$ cat config.mk
export PLATFORM = sky130hd
export DESIGN_NAME = decoder_scan_flat
export DESIGN_NICKNAME = d
export VERILOG_FILES = /design/src/rtl/decoder_scan_if.sv /design/src/rtl/decoder_scan.sv /design/src/flat_wrapper.sv
export SDC_FILE = /design/constraint.sdc
export NUM_CORES = 1
export LEC_CHECK = 0
export CAP_MARGIN = 20
export CORE_AREA = 2 2 39 41
export DETAILED_ROUTE_END_ITERATION = 6
export DIE_AREA = 0 0 41 43
export GPL_TIMING_DRIVEN = 0
export PLACE_DENSITY = 0.65
export SKIP_CTS_REPAIR_TIMING = 1
export SKIP_LAST_GASP = 1
export SYNTH_ARGS = -nofsm -noshare
export SYNTH_HDL_FRONTEND = slang
export SYNTH_SLANG_ARGS = --single-unit
$ cat constraint.sdc
create_clock -name i_clk -period 1.7 [get_ports i_clk]
set_clock_uncertainty 0.15 [all_clocks]
set_input_delay 0.255 -clock i_clk [delete_from_list [all_inputs] [get_ports i_clk]]
set_output_delay 0.255 -clock i_clk [all_outputs]
set_load 0.03 [all_outputs]
$ cat src/rtl/decoder_scan_if.sv
// Bundle between a sequencing controller and the decoder_scan line driver.
// The controller owns the master side; the decoder owns the slave side.
interface decoder_scan_if #(
    parameter int IN_W = 2
) ();
    logic                   i_en;
    logic                   i_mode;
    logic                   i_blank;
    logic [IN_W-1:0]        i_in;
    logic                   i_in_valid;
    logic [(1<<IN_W)-1:0]   o_out;
    logic                   o_out_valid;
    logic [IN_W-1:0]        o_idx;

    modport master (
        output i_en, i_mode, i_blank, i_in, i_in_valid,
        input  o_out, o_out_valid, o_idx
    );

    modport slave (
        input  i_en, i_mode, i_blank, i_in, i_in_valid,
        output o_out, o_out_valid, o_idx
    );
endinterface

$ cat src/rtl/decoder_scan.sv
// Registered binary-to-one-hot decoder with a prescaled scan mode that walks
// the selected line across all outputs (LED rows, digit selects).
module decoder_scan #(
    parameter int IN_W       = 2,
    parameter int DIV        = 4,
    parameter bit ACTIVE_LOW = 1'b0
) (
    input  logic            i_clk,
    input  logic            i_rst,
    decoder_scan_if.slave   bus
);
    localparam int OUT_W = 1 << IN_W;
    localparam int PRE_W = (DIV > 1) ? $clog2(DIV) : 1;
    localparam logic [PRE_W-1:0] PRE_LAST = PRE_W'(DIV - 1);

    logic [IN_W-1:0]  r_idx;
    logic [PRE_W-1:0] r_pre;
    logic             r_mode_q;
    logic             r_sel;
    logic             r_blank;
    logic             r_out_valid;
    logic [OUT_W-1:0] w_onehot;

    always_ff @(posedge i_clk) begin
        if (i_rst) begin
            r_idx       <= '0;
            r_pre       <= '0;
            r_mode_q    <= 1'b0;
            r_sel       <= 1'b0;
            r_blank     <= 1'b0;
            r_out_valid <= 1'b0;
        end else if (!bus.i_en) begin
            r_out_valid <= 1'b0;
        end else begin
            // mode_q only tracks enabled cycles so a toggle during a stall
            // is still seen as a transition once enable returns
            r_mode_q <= bus.i_mode;
            r_blank  <= bus.i_blank;
            if (!bus.i_mode) begin
                r_out_valid <= 1'b0;
                if (bus.i_in_valid) begin
                    r_idx       <= bus.i_in;
                    r_sel       <= 1'b1;
                    r_pre       <= '0;
                    r_out_valid <= 1'b1;
                end
            end else if (!r_mode_q) begin
                r_idx       <= '0;
                r_pre       <= '0;
                r_sel       <= 1'b1;
                r_out_valid <= 1'b1;
            end else if (r_pre == PRE_LAST) begin
                // index width is exactly log2(OUT_W), so overflow is the wrap
                r_pre       <= '0;
                r_idx       <= r_idx + IN_W'(1);
                r_out_valid <= 1'b1;
            end else begin
                r_pre       <= r_pre + PRE_W'(1);
                r_out_valid <= 1'b0;
            end
        end
    end

    always_comb begin
        w_onehot = '0;
        if (r_sel && !r_blank) begin
            w_onehot = OUT_W'(1) << r_idx;
        end
    end

    assign bus.o_out       = ACTIVE_LOW ? ~w_onehot : w_onehot;
    assign bus.o_out_valid = r_out_valid;
    assign bus.o_idx       = r_idx;
endmodule

$ cat src/flat_wrapper.sv
// flat-port wrapper written by rule: the top's interface ports become plain ports
module decoder_scan_flat 
#(
    parameter int IN_W       = 2,
    parameter int DIV        = 4,
    parameter bit ACTIVE_LOW = 1'b0
)
  (i_clk, i_rst, bus_i_en, bus_i_mode, bus_i_blank, bus_i_in, bus_i_in_valid, bus_o_out, bus_o_out_valid, bus_o_idx);
  decoder_scan_if #(.IN_W(IN_W)) bus_i ();
  input  logic i_clk;
  input  logic i_rst;
  input wire logic [$bits(bus_i.i_en)-1:0] bus_i_en;
  input wire logic [$bits(bus_i.i_mode)-1:0] bus_i_mode;
  input wire logic [$bits(bus_i.i_blank)-1:0] bus_i_blank;
  input wire logic [$bits(bus_i.i_in)-1:0] bus_i_in;
  input wire logic [$bits(bus_i.i_in_valid)-1:0] bus_i_in_valid;
  output wire logic [$bits(bus_i.o_out)-1:0] bus_o_out;
  output wire logic [$bits(bus_i.o_out_valid)-1:0] bus_o_out_valid;
  output wire logic [$bits(bus_i.o_idx)-1:0] bus_o_idx;
  assign bus_i.i_en = bus_i_en;
  assign bus_i.i_mode = bus_i_mode;
  assign bus_i.i_blank = bus_i_blank;
  assign bus_i.i_in = bus_i_in;
  assign bus_i.i_in_valid = bus_i_in_valid;
  assign bus_o_out = bus_i.o_out;
  assign bus_o_out_valid = bus_i.o_out_valid;
  assign bus_o_idx = bus_i.o_idx;
  decoder_scan #(.IN_W(IN_W), .DIV(DIV), .ACTIVE_LOW(ACTIVE_LOW)) u_core (.i_clk(i_clk), .i_rst(i_rst), .bus(bus_i));
endmodule
==> results by stage, run 1 <==
Critical path:
- The reg-to-reg startpoint is u_core.bus.o_idx[0]$_SDFFE_PP0P_.
- The class of the most critical setup path is register to output port.
- The gate family responsible for the most delay along the worst path is flip-flops.
- The endpoint identified for the worst register-to-register timing path is u_core.bus.o_idx[1]$_SDFFE_PP0P_.
- STA classifies the critical path startpoint as a register.
- The buffering stage count on the worst path with inverters included is 2.
- Data on the critical path arrives at its endpoint at 1240 ps.
- At the worst endpoint, the required time is 1290 ps.
- In this design, the stage delay of the slowest critical-path cell is 380 ps.
- The largest fanout on the critical path is 6.
- Across all register-to-register paths, the minimum setup slack is 210 ps.
- The signal on the critical path passes through inv_1 > ha_1 > and2_1 > dlymetal6s2s_1.
- The cell at the slowest stage of the critical path is sky130_fd_sc_hd__dfxtp_2.
- The element type at the critical path end is an output port.
- The worst-case reg-to-reg path depth is 5.
- The critical path starts at u_core.bus.o_idx[0]$_SDFFE_PP0P_.

STA:
- The number of slew-limit violations in the final report was 0.
- The final-report setup violation count is 0.
- The worst slew slack as a fraction of its limit is 0.721.
- The time the final worst path needs with I/O delays and setup is approximately 1600 ps.
- For the pin with the worst max-slew slack, the measured transition is 416 ps.
- The total negative slack is 0 ps.
- The final clock period utilization by the worst path is 0.969.
- Setup repair after global routing could not meet its margin everywhere.
- The maximum clock frequency is 0.607 GHz.
- The final number of hold-violating endpoints is 0.

Clock network:
- CTS built an H-tree with a depth of 1.
- The clock net sink count is 8.
- Buffers inserted during clock tree synthesis total 3.
- The buffer levels on the longest clock path is 2.
- The clock tree root driver cell is sky130_fd_sc_hd__clkbuf_4.
- The clock input transition at the sequential cells of the worst setup and hold paths is 60 ps.
- The clock insertion delay at the later pin of the skew report is 250 ps.
- TritonCTS built the clock tree.

Routing:
- The routed design uses between 60 and 70 µm of met3 wire.
- The detailed router's first-iteration violation count is 3.
- After detailed routing, the number of vias per cell comes to 4.73.
- The highest metal layer carrying signal wires in the routed design is met4.
- After detailed routing, the total wire length is 890 µm.
- The met1 wire length is 439 µm.
- The first detailed-routing pass took 4 iterations.
- Dividing the detail-routed wire length by the instance count gives approximately 11 µm.
- The count of nets left with antenna violations once routing finished came out at 0.
- The overall via count from detail_route is between 300 and 400.
- The number of remaining DRC errors is 0.
- The met2 wirelength from detailed routing is 375 µm.

Flow run:
- The tool flagged a number of max-cap violations equal to 0.

Finish:
- The multi-input logic area is around 290 µm².
- Excluding fillers, the count of instances in the completed layout stands at 83.
- The number of fill cells in the layout is 148.
- In the final design database the tool counted 82 nets.
- The count of inserted antenna diode cells is 0.
- Relative to the synthesized area, the layout overhead comes to 33.8%.
- The combined flip-flop and latch cell area is approximately 160 µm².
- Of the cells placed in the final design, the portion with a size suffix greater than 1 is 0.209.

Power:
- Summed over all nets, the switching power comes to 0.131 mW.
- Of the total power, registers draw 0.455.
- The total power consumption of the routed design is between 0.4 and 0.5 mW.
- Of the total power, the share spent switching nets is 0.285.
- The worst vdd rail ir drop is 0.386 mV.
- The power per unit of standard cell area is roughly 700 nW/µm².
- The clock power share is 0.324.
- Of the total power, combinational logic draws 0.221.
- The cell leakage power is 0.335 nW.
- The total internal power is ~0.33 mW.

Min path:
- In this run the most critical hold path is launched from bus_i_en.
- The worst hold path terminates at u_core.r_blank$_SDFFE_PP0P_.
- Counting instances, the worst hold path has a depth of 3.
- The min-delay analysis places its worst path in the category input port to register.

Logic synthesis:
- Ranked by total cell area, the synthesized netlist is headed by sky130_fd_sc_hd__dfxtp_1 33%, sky130_fd_sc_hd__ha_1 13%, sky130_fd_sc_hd__a2111oi_4 5.6%.
- The leading register cell type out of synthesis is sky130_fd_sc_hd__dfxtp_1.
- The async set-reset flop share out of synthesis is 0.
- Synthesis produced a netlist with a net count of 65.
- In the post-synthesis netlist, the cell with the most instances is sky130_fd_sc_hd__dfxtp_1.
- Counting distinct cell types in the post-synthesis netlist gives 24.
- The synthesized design contains 8 register bits.
- The number of warnings printed during yosys synthesis is 0.
- After technology mapping, the gate count stands at 52.
- Yosys mapped a number of flops with a built-in enable equal to 0.
- Averaged over all synthesized cells, the footprint is 9.41 µm².
- The mapped netlist covers a little under 500 µm².
- The share of synthesized area occupied by flip-flops and latches is 0.327.
- The library cell occupying the most area in the post-synthesis netlist is sky130_fd_sc_hd__dfxtp_1.
- After synthesis, the most frequently instantiated cells are 8 x sky130_fd_sc_hd__dfxtp_1, 5 x sky130_fd_sc_hd__a21oi_1, 5 x sky130_fd_sc_hd__ha_1, 4 x sky130_fd_sc_hd__and2_1, 4 x sky130_fd_sc_hd__inv_1.
- Of the post-synthesis cell area, the dominant cell type holds 0.327.

Floorplan:
- The number of I/O pins is 15.
- The floorplan step defined a core boundary enclosing roughly 1400 µm².
- The die is 43 µm tall.
- After floorplanning, the core was divided into 14 placement rows.
- The die area is 1760 µm².
- The effective utilization at floorplan is 0.354.
- The horizontal die dimension is 41 µm.

Place:
- The total placed cells including tap cells is 80.
- Summed over all nets, the half-perimeter wirelength after detailed placement is 658 µm.
- Input and output buffers added on the ports amount to 12.
- The placer's final routability congestion estimate is around 0.7.

Global routing:
- The total overflow reported by the global router is 0.
- The wire length of the first global-routing pass is 1380 µm.
- The maximum number of pins on one net before global-route repair is 11.
- In the global route stage, overall resource usage came out at 0.121.
- The initial antenna violation count came to 0.
- The via count of the first global-routing pass was 319.

Run status:
- The run finished with clean final reports.
-- layer usage --
metal / global-route usage / vias to the layer above
met5: 0 / -
met4: 0.0800 / 0
met3: 0.0471 / 2
met2: 0.141 / 13
met1: 0.175 / 166
li1: - / 212
-- cells by family after synthesis --
logic type      synth area share
compound gates             0.182
fa+ha+maj                  0.128
buf+inv                   0.0844
flops                      0.327
mux                       0.0409
simple gates               0.238
-- power groups by stage --
stage | clock network [mW] | registers, mW | logic (mW)
after floorplan | 0 | 0.220 | 0.0579
after global placement | 0 | 0.212 | 0.104
after detailed placement | 0 | 0.213 | 0.105
after CTS | 0.154 | 0.209 | 0.105
after global routing | 0.165 | 0.211 | 0.113
final | 0.149 | 0.209 | 0.101
-- layout make-up --
class	count	share of cell area
flip-flops and latches	8	0.249
repair buffers	12	0.184
multi-input cells	37	0.440
plain buffers	3	0.0402
well taps	16	0.0306
clock buffers	3	0.0344
inverters	4	0.0229
-- placed cells by master (no fill, tap or decap), drive strengths merged, types with 2 or more instances in the layout --
cell,netlist,final
dfxtp,8,8
and2,4,4
a21oi,5,5
clkdlybuf4s50,0,6
buf,3,3
ha,5,5
inv,4,4
o21ai,2,2
nand2,3,3
nor3,2,2
clkbuf,0,5
nor2,3,3
mux2i,2,2
nor2b,2,2
dlymetal6s2s,0,4
-- per-stage QoR --
| stage | area (µm²) | hold WS, ps | util | setup slack [ps] |
|---|---|---|---|---|
| 2_1_floorplan | 489 | 252 | - | 12.9 |
| 3_3_place_gp | 629 | 293 | 0.455 | -99.0 |
| 3_5_place_dp | 629 | 299 | 0.455 | -121 |
| 4_1_cts | 652 | 123 | 0.471 | -404 |
| 5_1_grt | 654 | 140 | 0.473 | -30.4 |
| 6_report | 654 | 127 | 0.473 | 52.9 |
-- worst min-delay path, cell delays in order --
cell	delay (ps)
sky130_fd_sc_hd__buf_6	100
sky130_fd_sc_hd__mux2i_1	70
sky130_fd_sc_hd__nor2_1	70
-- worst max path at each step --
stage,endpoint,slack (ps),depth (start not counted)
after detailed placement,bus_o_out[0],-120,4
final,bus_o_out[2],50,4
after global routing,bus_o_out[2],-30,4
after global placement,bus_o_out[2],-100,4
after floorplan,u_core.bus.o_idx[1]$_SDFFE_PP0P_,10,5
after CTS,bus_o_out[0],-400,4
-- sequential cells by signal (all words and copies together), names as in the netlist --
signal	count
u_core.r_mode_q	1
u_core.r_blank	1
u_core.r_pre	2
u_core.bus.o_idx	2
u_core.r_sel	1
u_core.bus.o_out_valid	1
Note: power is estimated with default switching activity, not from simulation.
==> run 2: changes to the inputs <==
CAP_MARGIN = 10   (was 20)
CTS_CLUSTER_SIZE = 8   (was default)
==> results of run 2 <==
Final layout, timing and power as in run 1 (identical DEF).
==> run 3: changes to the inputs <==
CAP_MARGIN = default   (was 10)
PLACE_DENSITY = 0.67   (was 0.65)
==> run 3 against run 2 <==
Against the previous run:
- via count is 1.3% higher
- maximum frequency grew 0.81%
- register-to-register slack barely moved
- sequential cell count is the same
- sequential power is essentially flat
- largest cell class unchanged
==> results by stage, run 3 (synthesis results as in run 1) <==
Finish:
- The count of non-filler cells in the finished layout is 83 (unchanged).
- Leaving out fill and tap cells, the most frequent cells in the layout are 6 x sky130_fd_sc_hd__clkdlybuf4s50_1, 6 x sky130_fd_sc_hd__dfxtp_1, 5 x sky130_fd_sc_hd__a21oi_1, 5 x sky130_fd_sc_hd__ha_1.
- The share of final-layout standard cells stronger than drive strength 1 is 0.224 (+0.0149).
- The count of inserted antenna diode cells came to 0 (unchanged).
- The area growth from synthesis to final layout is 32.2%.
- The layout net count is 82 (unchanged).

Clock network:
- The clock input transition at the sequential cells of the worst setup and hold paths came to 60 ps (about the same).
- The clock tree from TritonCTS is built.
- The clock insertion delay at the later pin of the skew report is 250 ps (about the same).
- The tree is rooted in a sky130_fd_sc_hd__clkbuf_4.
- The CTS buffer count was 3 (unchanged).
- The buffer levels on the longest clock path is 2 (unchanged).
- The clock net sink count was 8 (unchanged).
- The deepest level of the CTS H-tree is 1 (unchanged).

Place:
- The placer's final routability congestion estimate is 0.747 (+5.5%).
- The half-perimeter wire length after detailed placement is 655 µm (-0.35%).
- The total placed cells including tap cells is 80 (unchanged).
- The worst-case setup slack after placement came to -116 ps (+5.12 ps).
- The count of port buffers added during placement came to 12 (unchanged).

Routing:
- The number of remaining DRC errors is 0 (unchanged).
- The overall via count from detail_route is 398 (+1.3%).
- The count of antenna-violating nets left after detailed routing is 0 (unchanged).
- The detailed router's first-iteration violation count came to 0 (-3).
- The mean routed wirelength per cell is 10.5 µm (-2.2%).
- The routed wire length is 870 µm (-2.2%).
- The detailed-route vias per instance is 4.80 (+1.3%).
- The detailed-routing iteration count for the pre-antenna-repair pass is 1 (-3).

Critical path:
- STA classifies the critical path startpoint as a register.
- STA classifies the critical path endpoint as an output port.
- The signal arrival time at the worst endpoint is 1230 ps (about the same).
- The critical path in this run is classified as register to output port.
- The largest fanout on the critical path is 6 (unchanged).
- The endpoint required time on the critical path is 1290 ps (about the same).

STA:
- The maximum clock frequency was 0.612 GHz (+0.81%).
- The final number of hold-violating endpoints is 0 (unchanged).
- The final-report setup violation count is 0 (unchanged).
- The final clock period utilization by the worst path is 0.961 (-0.00775).
- The number of slew-limit violations in the final report is 0 (unchanged).
- Setup repair after global routing could not meet its margin everywhere.
- The actual transition at the worst max-transition pin came to 448 ps (+32.6 ps).
- The time the final worst path needs with I/O delays and setup is 1630 ps (-13.2 ps).
- The minimum setup slack in the final design is 66.1 ps (+13.2 ps).
- The worst slew slack as a fraction of its limit came to 0.699 (-0.0219).

Min path:
- In this run the worst hold path is classified as input port to register.

Floorplan:
- The horizontal die dimension is 41 µm (unchanged).
- The die area is 1760 µm² (unchanged).
- The effective utilization at floorplan is 0.354 (unchanged).
- The core area is 1380 µm² (unchanged).
- The number of I/O pins is 15 (unchanged).
- The vertical die dimension was 43 µm (unchanged).
- The count of standard-cell rows is 14 (unchanged).

Power:
- The total power consumption of the routed design came to 0.456 mW (-0.68%).
- The cell leakage power is 0.316 nW (-5.6%).
- The worst vdd rail ir drop was 0.277 mV (-28%).
- The power per unit of standard cell area is 705 nW/µm² (+0.47%).

Global routing:
- The maximum number of pins on one net before global-route repair came to 11 (unchanged).
- The total routing usage reported by global routing is 0.137 (+0.0161).
- The via count of the first global-routing pass is 381 (+19%).
- The wire length of the first global-routing pass is 1640 µm (+19%).
- The total overflow reported by the global router came to 0 (unchanged).
- The initial antenna violation count was 0 (unchanged).

Run status:
- The flow ran to the end, and the final reports show no timing, DRC or antenna violations.

Flow run:
- The number of max-cap violations is 0 (unchanged).
## run 3: area by class of cell
class                           instances  area (µm²)
Inverter                                4        15.0
Sequential cell                         8         163
Tap cell                               16        20.0
Multi-Input combinational cell         37         288
Buffer                                  3        26.3
Timing Repair Buffer                   12         113
Clock buffer                            3        22.5
Fill cell                             151         737
## run 3: where the power goes
group          total [mW]  internal, mW  switching, mW
combinational       0.102        0.0494         0.0529
sequential          0.209         0.199         0.0101
clock               0.145        0.0808         0.0641
total               0.456         0.329          0.127
## run 3: metal layers
layer  global-route usage  vias up  share of wire
met1                0.175      175           0.43
met4               0.0800        0         0.0092
met2                0.200        9           0.52
li1                     -      212              -
met5                    0        -              0
met3               0.0314        2          0.046
## run 3: metrics by stage
step / area, µm² / util / setup TNS, ps / hold slack (ps)
floorplan: 489 / - / 0 / 252
global placement: 629 / 0.455 / -276 / 293
detailed placement: 629 / 0.455 / -330 / 298
CTS: 652 / 0.471 / -1650 / 130
global route: 647 / 0.467 / -44.2 / 138
finish: 647 / 0.467 / 0 / 132
## run 3: worst max-delay path, stage by stage (launching register included)
cell	delay, ps
sky130_fd_sc_hd__dfxtp_2	380
sky130_fd_sc_hd__inv_1	70
sky130_fd_sc_hd__ha_1	180
sky130_fd_sc_hd__and2_1	120
sky130_fd_sc_hd__dlymetal6s2s_1	230
## run 3: path summary, 6_finish.rpt
| check | start | end | slack (ps) | depth (start not counted) |
|---|---|---|---|---|
| worst min-delay path | bus_i_en | u_core.r_blank$_SDFFE_PP0P_ | 130 | 3 |
| worst max-delay path | u_core.bus.o_idx[0]$_SDFFE_PP0P_ | bus_o_out[0] | 70 | 4 |
| worst min register to register | u_core.r_sel$_SDFFE_PP0P_ | u_core.r_sel$_SDFFE_PP0P_ | 300 | 2 |
| worst max register to register | u_core.bus.o_idx[0]$_SDFFE_PP0P_ | u_core.bus.o_idx[1]$_SDFFE_PP0P_ | 210 | 5 |
